===== src/rtl/uart_tx.sv =====
// 8N1 UART transmitter, LSB first, fixed clock-divider bit timing.
// All outputs come straight from flops, so serialTX is glitch-free.
module uart_tx #(
  parameter int CLKCOUNTER    = 10_417,
  parameter int NBITS_COUNTER = 14
) (
  input  logic       clk,
  input  logic       rst,
  input  logic       start,
  input  logic [7:0] dataTX,
  output logic       serialTX,
  output logic       busy,
  output logic       done
);

  typedef enum logic [2:0] {
    IDLE     = 3'd0,
    TX_START = 3'd1,
    TX_DATA  = 3'd2,
    TX_STOP  = 3'd3,
    DONE     = 3'd4
  } state_t;

  localparam logic [NBITS_COUNTER-1:0] LAST =
    NBITS_COUNTER'(CLKCOUNTER - 1);

  state_t                   state, state_n;
  logic [NBITS_COUNTER-1:0] cnt, cnt_n;
  logic [7:0]               shift, shift_n;
  logic [2:0]               idx, idx_n;
  logic                     line_n, busy_n, done_n;
  logic                     bit_end;

  assign bit_end = (cnt == LAST);

  always_comb begin
    state_n = state;
    cnt_n   = cnt;
    shift_n = shift;
    idx_n   = idx;
    case (state)
      IDLE: begin
        if (start) begin
          shift_n = dataTX;
          cnt_n   = '0;
          idx_n   = '0;
          state_n = TX_START;
        end
      end
      TX_START: begin
        if (bit_end) begin
          cnt_n   = '0;
          state_n = TX_DATA;
        end else begin
          cnt_n = cnt + 1'b1;
        end
      end
      TX_DATA: begin
        if (bit_end) begin
          cnt_n = '0;
          if (idx == 3'd7) begin
            idx_n   = '0;
            state_n = TX_STOP;
          end else begin
            idx_n = idx + 1'b1;
          end
        end else begin
          cnt_n = cnt + 1'b1;
        end
      end
      TX_STOP: begin
        if (bit_end) begin
          cnt_n   = '0;
          state_n = DONE;
        end else begin
          cnt_n = cnt + 1'b1;
        end
      end
      DONE: begin
        state_n = IDLE;
      end
      default: begin
        state_n = IDLE;
        cnt_n   = '0;
        idx_n   = '0;
      end
    endcase
  end

  // Outputs are decoded from the next state so they line up with it.
  always_comb begin
    line_n = 1'b1;
    busy_n = 1'b0;
    done_n = 1'b0;
    case (state_n)
      TX_START: begin
        line_n = 1'b0;
        busy_n = 1'b1;
      end
      TX_DATA: begin
        line_n = shift_n[idx_n];
        busy_n = 1'b1;
      end
      TX_STOP: begin
        busy_n = 1'b1;
      end
      DONE: begin
        done_n = 1'b1;
      end
      default: begin
        line_n = 1'b1;
      end
    endcase
  end

  always_ff @(posedge clk or negedge rst) begin
    if (!rst) begin
      state    <= IDLE;
      cnt      <= '0;
      shift    <= '0;
      idx      <= '0;
      serialTX <= 1'b1;
      busy     <= 1'b0;
      done     <= 1'b0;
    end else begin
      state    <= state_n;
      cnt      <= cnt_n;
      shift    <= shift_n;
      idx      <= idx_n;
      serialTX <= line_n;
      busy     <= busy_n;
      done     <= done_n;
    end
  end

endmodule

===== config.mk =====
export PLATFORM = sky130hd
export DESIGN_NAME = uart_tx
export DESIGN_NICKNAME = d
export VERILOG_FILES = /design/src/rtl/uart_tx.sv
export SDC_FILE = /design/constraint.sdc
export NUM_CORES = 1
export LEC_CHECK = 0
export ABC_CLOCK_PERIOD_IN_PS = 3400
export CELL_PAD_IN_SITES_DETAIL_PLACEMENT = 1
export CELL_PAD_IN_SITES_GLOBAL_PLACEMENT = 1
export CORE_MARGIN = 2
export CORE_UTILIZATION = 48
export CTS_CLUSTER_DIAMETER = 100
export DETAILED_ROUTE_END_ITERATION = 10
export PLACE_DENSITY_LB_ADDON = 0.05
export SETUP_SLACK_MARGIN = 0.3
export SKIP_LAST_GASP = 1
export SLEW_MARGIN = 20
export SYNTH_ARGS = -nofsm -noshare
export SYNTH_HDL_FRONTEND = slang
export SYNTH_SLANG_ARGS = --single-unit

===== constraint.sdc =====
create_clock -name clk -period 3.4 [get_ports clk]
set_input_delay 1.02 -clock clk [delete_from_list [all_inputs] [get_ports clk]]
set_output_delay 1.02 -clock clk [all_outputs]
set_load 0.005 [all_outputs]

Word level (Yosys, flattened, before mapping). Index checks and enable logic that the tools add are counted.

Memories: 0. Bits in latches: 0. Word-level logic and storage cells: 47. Input bits: 11. Memory bits (read-only): 0. Bits in registers: 31. Output and inout bits: 3. RAM bits: 0.

Equality and inequality tests: 11. Bitwise operators: 1. Magnitude comparators: 1. Reductions and logical operators: 5. Div/mod/pow operators: 0. Multiplexer cells: 20. $mul: 0. Shifts and indexed selects: 0. Add/subtract/negate cells: 2.

Operators with widths (number): $pmux W14 S3 (1); $mux W14 (2); $mux W3 (8); $mux W8 (2); $add A14 B1 Y14 const B (1); $eq A14 B14 Y1 const B (1); $eq A3 B2 Y1 const B (4); $pmux W3 S4 (1); $eq A3 B3 Y1 const B (3); $pmux W3 S3 (1); $reduce_or A3 Y1 (3); $eq A3 B1 Y1 const B (2); $lt A3 B4 Y1 const B (1); $add A3 B1 Y3 const B (1); $bmux W1 S3 (1); $logic_not A3 Y1 (1); $mux W1 (3); $ne A2 B2 Y1 const B (1); $pmux W1 S2 (1); $reduce_and A2 Y1 (1); $not A1 Y1 (1).

Depth between registers and ports, before layout.
Depth after elaboration: 7. Mapped depth: 11. Mapped depth without buffers: 9.

Worst setup path after synthesis. No wires, ideal clock.

Path type: input-to-reg. Start point: in start. End point: reg serialTX. Arrival: 2.739 ns. Path buffers: 0. Data required time: 3.320 ns. Slack: 0.581 ns. Library setup time: 0.080 ns. Stages: 7. Cell sequence: or2b_1 -> nor3_2 -> mux2_2 -> a21o_1 -> a2111oi_2 -> a21o_1 -> a211oi_2.

Word-level cells in the longest chain between the ends: 5. Elaborated cells between the ends (all ways): 11. Classes of those cells: eq/ne: 2; mux: 9.

Ends and longest elaborated chain: start: declaration (line 9) `input logic start,`; $mux W8 (line 43) `if (start) begin`; $mux W8 (line 41) `case (state)`; net shift_n[1] (line 29) `logic [7:0] shift, shift_n;`; $bmux W1 S3 (line 101) `line_n = shift_n[idx_n];`; $mux W1 (not written as such) (line 101); $pmux W1 S2 (line 95) `case (state_n)`; net line_n (line 31) `logic line_n, busy_n, done_n;`; end signal: assignment (line 130) `serialTX <= line_n;`; end: declaration (line 11) `output logic serialTX,`.

The timed path passes the listed nets, and every way through them passes these cells. The select of a mux whose other input is x is not followed. A chain may end at the register's enable or synchronous reset.

Worst setup path after layout. Same ends and word-level chain as after synthesis.

==> key figures <==
Setup path
  – Reg2reg path depth: 8
  – WP buf/inv: 1
  – Largest stage delay on the critical path: 0.47 ns
  – Delay-heaviest family, CP: simple AND/OR/NAND/NOR gates
  – Worst setup SP type: input port
  – Required @ worst endpoint: 3.69 ns
  – Crit path max fanout: 5
  – Worst Setup SP: start
  – RR Startpoint: cnt[0]
  – CP max stage cell: clkdlybuf4s50_1
  – Crit Path Class: in -> reg
  – Worst Setup End Kind: flop
  – R2R setup slack: 0.95 ns
  – Critical Path Sink: serialTX
  – Worst reg2reg path endpoint: cnt[7]
  – Crit-path cells: clkdlybuf4s50_1 -> or2b_1 -> nor3_2 -> mux2_2 -> nand3b_1 -> a2111oi_2 -> a21o_1 -> a211oi_2
  – Arrival time worst endpoint: 3.17 ns
  – Levels on crit path: 8

Clock tree
  – Clock slew at reported path FFs: 0.11 ns
  – Clk sinks: 31
  – CTS Hold Buffers Added: 0
  – Post-CTS Resized: 0
  – Root Driver: clkbuf_4
  – H-Tree Depth: 2
  – Clk Latency, worst-skew pair: 0.35 ns
  – TritonCTS Buffers: 5
  – CTS Buffer Depth: 2
  – Setup bufs post-CTS: 0
  – CTS tree: done

Global routing
  – First-pass GRT wire length: 7110 um
  – Met2 usage in global routing: 0.419
  – Met1 usage: 0.252
  – Total GRT Usage: 0.233
  – Congestion Overflow GR: 0
  – M3 GR Usage: 0.0541
  – Largest net degree at the start of global routing: 32
  – Gr busiest metal: met2
  – Number of global-route vias before repair: 1525
  – Antenna violations before repair: 0

STA
  – Final slew viol count: 0
  – Worst-Margin Slew: 1.00 ns
  – Final hold violations: 0
  – Tmin final: 2.87 ns
  – RSZ-0062 raised after global routing: false
  – Fmax: 348 MHz
  – Setup-failing EPs final: 0
  – Setup TNS: 0 ns
  – Final Skew: 0.0154 ns
  – Period utilization: 0.845
  – Relative slew margins: 0.329

Power and ir drop
  – Cell leakage power: 0.835 nW
  – Sequential Power Share: 0.550
  – Pwr/cell area: 464 nW/um2
  – Clock power frac: 0.293
  – Power Internal: 0.614 mW
  – Psw: 0.277 mW
  – Comb power frac: 0.157
  – VDD IR-drop max: 330 uV
  – Switching fraction of total power: 0.311

Synthesis
  – Ys async rst share: 1.00
  – Synthesized instance count: 162
  – Unique cell type count in the Yosys netlist: 52
  – Cell area after synthesis: 1670 um2
  – Synth Net Count: 177
  – Yosys warning total: 0
  – Seq/Total Area, Yosys: 0.466
  – Synth Flop Type: dfrtp_1
  – FF+latch count, synth: 31
  – Post-Syn Area per Cell: 10.3 um2
  – Number of synthesized flops with an enable pin: 0

Final layout
  – Most frequent cells in the layout: 30 x dfrtp_1, 17 x o21ai_0, 13 x nand2_1, 13 x clkdlybuf4s50_1, 9 x nand3_1
  – Synth-to-layout area growth: 15.2%
  – Nets@finish: 195
  – Layout fillers: 386
  – Final Cell Area: 1920 um2
  – Area of the multi-input gates: 838 um2
  – Share of layout cells above drive strength 1: 0.182
  – Final Non-Filler Cells: 227
  – Sequential cell area: 777 um2
  – Ant. Diodes: 0
  – Most common cell after layout, fill and taps aside: dfrtp_1

Outcome
  – Run status: complete, no violations

Drt
  – DRT antenna net count: 0
  – Routed len/inst: 17.4 um
  – Drt pass-1 iters: 4
  – Drc violations: 0
  – Final wirelength: 3940 um
  – DR iter-0 viols: 47
  – Vias: 1342
  – Via density per instance: 5.91

Placement
  – Placement-stage cell area: 1850 um2
  – Detailed placement HPWL: 2930 um
  – GPL Wtd Cong: 0.780
  – Port Buffers: 13
  – Placed cell count: 219

Job
  – Max-cap violations: 0

Die
  – Die Height: 62.9 um
  – I/O pin total: 14
  – Row count: 21
  – Starting Density: 0.499
  – Core Area: 3340 um2
  – Die Wd: 62.9 um
  – Die ar.: 3960 um2

Worst hold path
  – Worst min path class: reg -> reg
  – Hold path cells: 1
[sequential cells by signal, summed over array words and instances (netlist names)]
name and count:
cnt 14, busy 1, done 1, idx 3
state 3, shift 8, serialTX 1
[cell usage after synthesis, drive strengths merged, types with 2 or more instances]
library cell / n / share of area
nand2: 14 / 0.033
o21ai: 17 / 0.051
nor3b: 2 / 0.012
dfrtp: 30 / 0.45
and2b: 2 / 0.0090
inv: 4 / 0.0090
ha: 4 / 0.030
a21o: 2 / 0.0090
mux2i: 2 / 0.012
nor3: 6 / 0.021
a22o: 2 / 0.011
xnor2: 2 / 0.011
nor2: 7 / 0.016
a21oi: 7 / 0.021
o31ai: 3 / 0.014
nand3: 9 / 0.027
clkbuf: 2 / 0.0045
nand4: 2 / 0.011
mux2: 8 / 0.054
buf: 4 / 0.017
and3: 5 / 0.020
xor2: 4 / 0.021
a211oi: 3 / 0.017
and2: 2 / 0.0075
[metrics by stage]
stage | worst slack (ns) | hold slack, ns | power, mW | util
6_report | 0.528 | 0.515 | 0.890 | 0.576
5_1_grt | 0.389 | 0.534 | 0.949 | 0.576
4_1_cts | 0.536 | 0.514 | 0.900 | 0.576
3_5_place_dp | 0.160 | 0.492 | 0.637 | 0.554
3_3_place_gp | 0.247 | 0.482 | 0.621 | 0.554
2_1_floorplan | 0.581 | 0.466 | 0.574 | -
[worst min-delay path by stage]
stage,from,end
6_report,shift[1],shift[1]
5_1_grt,shift[3],shift[3]
4_1_cts,shift[1],shift[1]
3_5_place_dp,shift[1],shift[1]
3_3_place_gp,shift[0],shift[0]
2_1_floorplan,shift[0],shift[0]
[final cells by class]
class | count | share of cell area
Multi-Input combinational cell | 121 | 0.436
Sequential cell | 31 | 0.405
Timing Repair Buffer | 17 | 0.0834
Clock buffer | 7 | 0.0339
Tap cell | 46 | 0.0300
Inverter | 4 | 0.00782
Clock inverter | 1 | 0.00391
[kinds of logic (layout without fill, tap and decap cells)]
family / Yosys count / in the layout / share of synthesized area
muxes: 10 / 10 / 0.0661
AOI/OAI and AO/OA: 42 / 42 / 0.166
and+or+nand+nor: 59 / 59 / 0.209
adders and majority gates: 4 / 4 / 0.0300
buffers and inverters: 10 / 29 / 0.0308
xor gates and xnor gates: 6 / 6 / 0.0315
DFF: 31 / 31 / 0.466
[metal layers]
layer / up-vias / part of all wire
met5: - / 0
met3: 11 / 0.037
met1: 674 / 0.41
met4: 0 / 0.022
met2: 27 / 0.53
li1: 630 / -
[power groups by stage]
stage / sequential [mW] / combinational (mW) / clock, mW
2_1_floorplan: 0.477 / 0.0977 / 0
3_3_place_gp: 0.491 / 0.130 / 0
3_5_place_dp: 0.496 / 0.141 / 0
4_1_cts: 0.489 / 0.143 / 0.268
5_1_grt: 0.502 / 0.166 / 0.281
6_report: 0.490 / 0.140 / 0.261
[worst register-to-register path, delay by kind of cell (launching register included)]
kind            cells  cell delay (ns)
compound gates      3             0.96
simple gates        3             0.70
fa+ha+maj           1             0.20
buf+inv             1             0.07
flops               1             0.43
(Power assumes the default switching activity.)
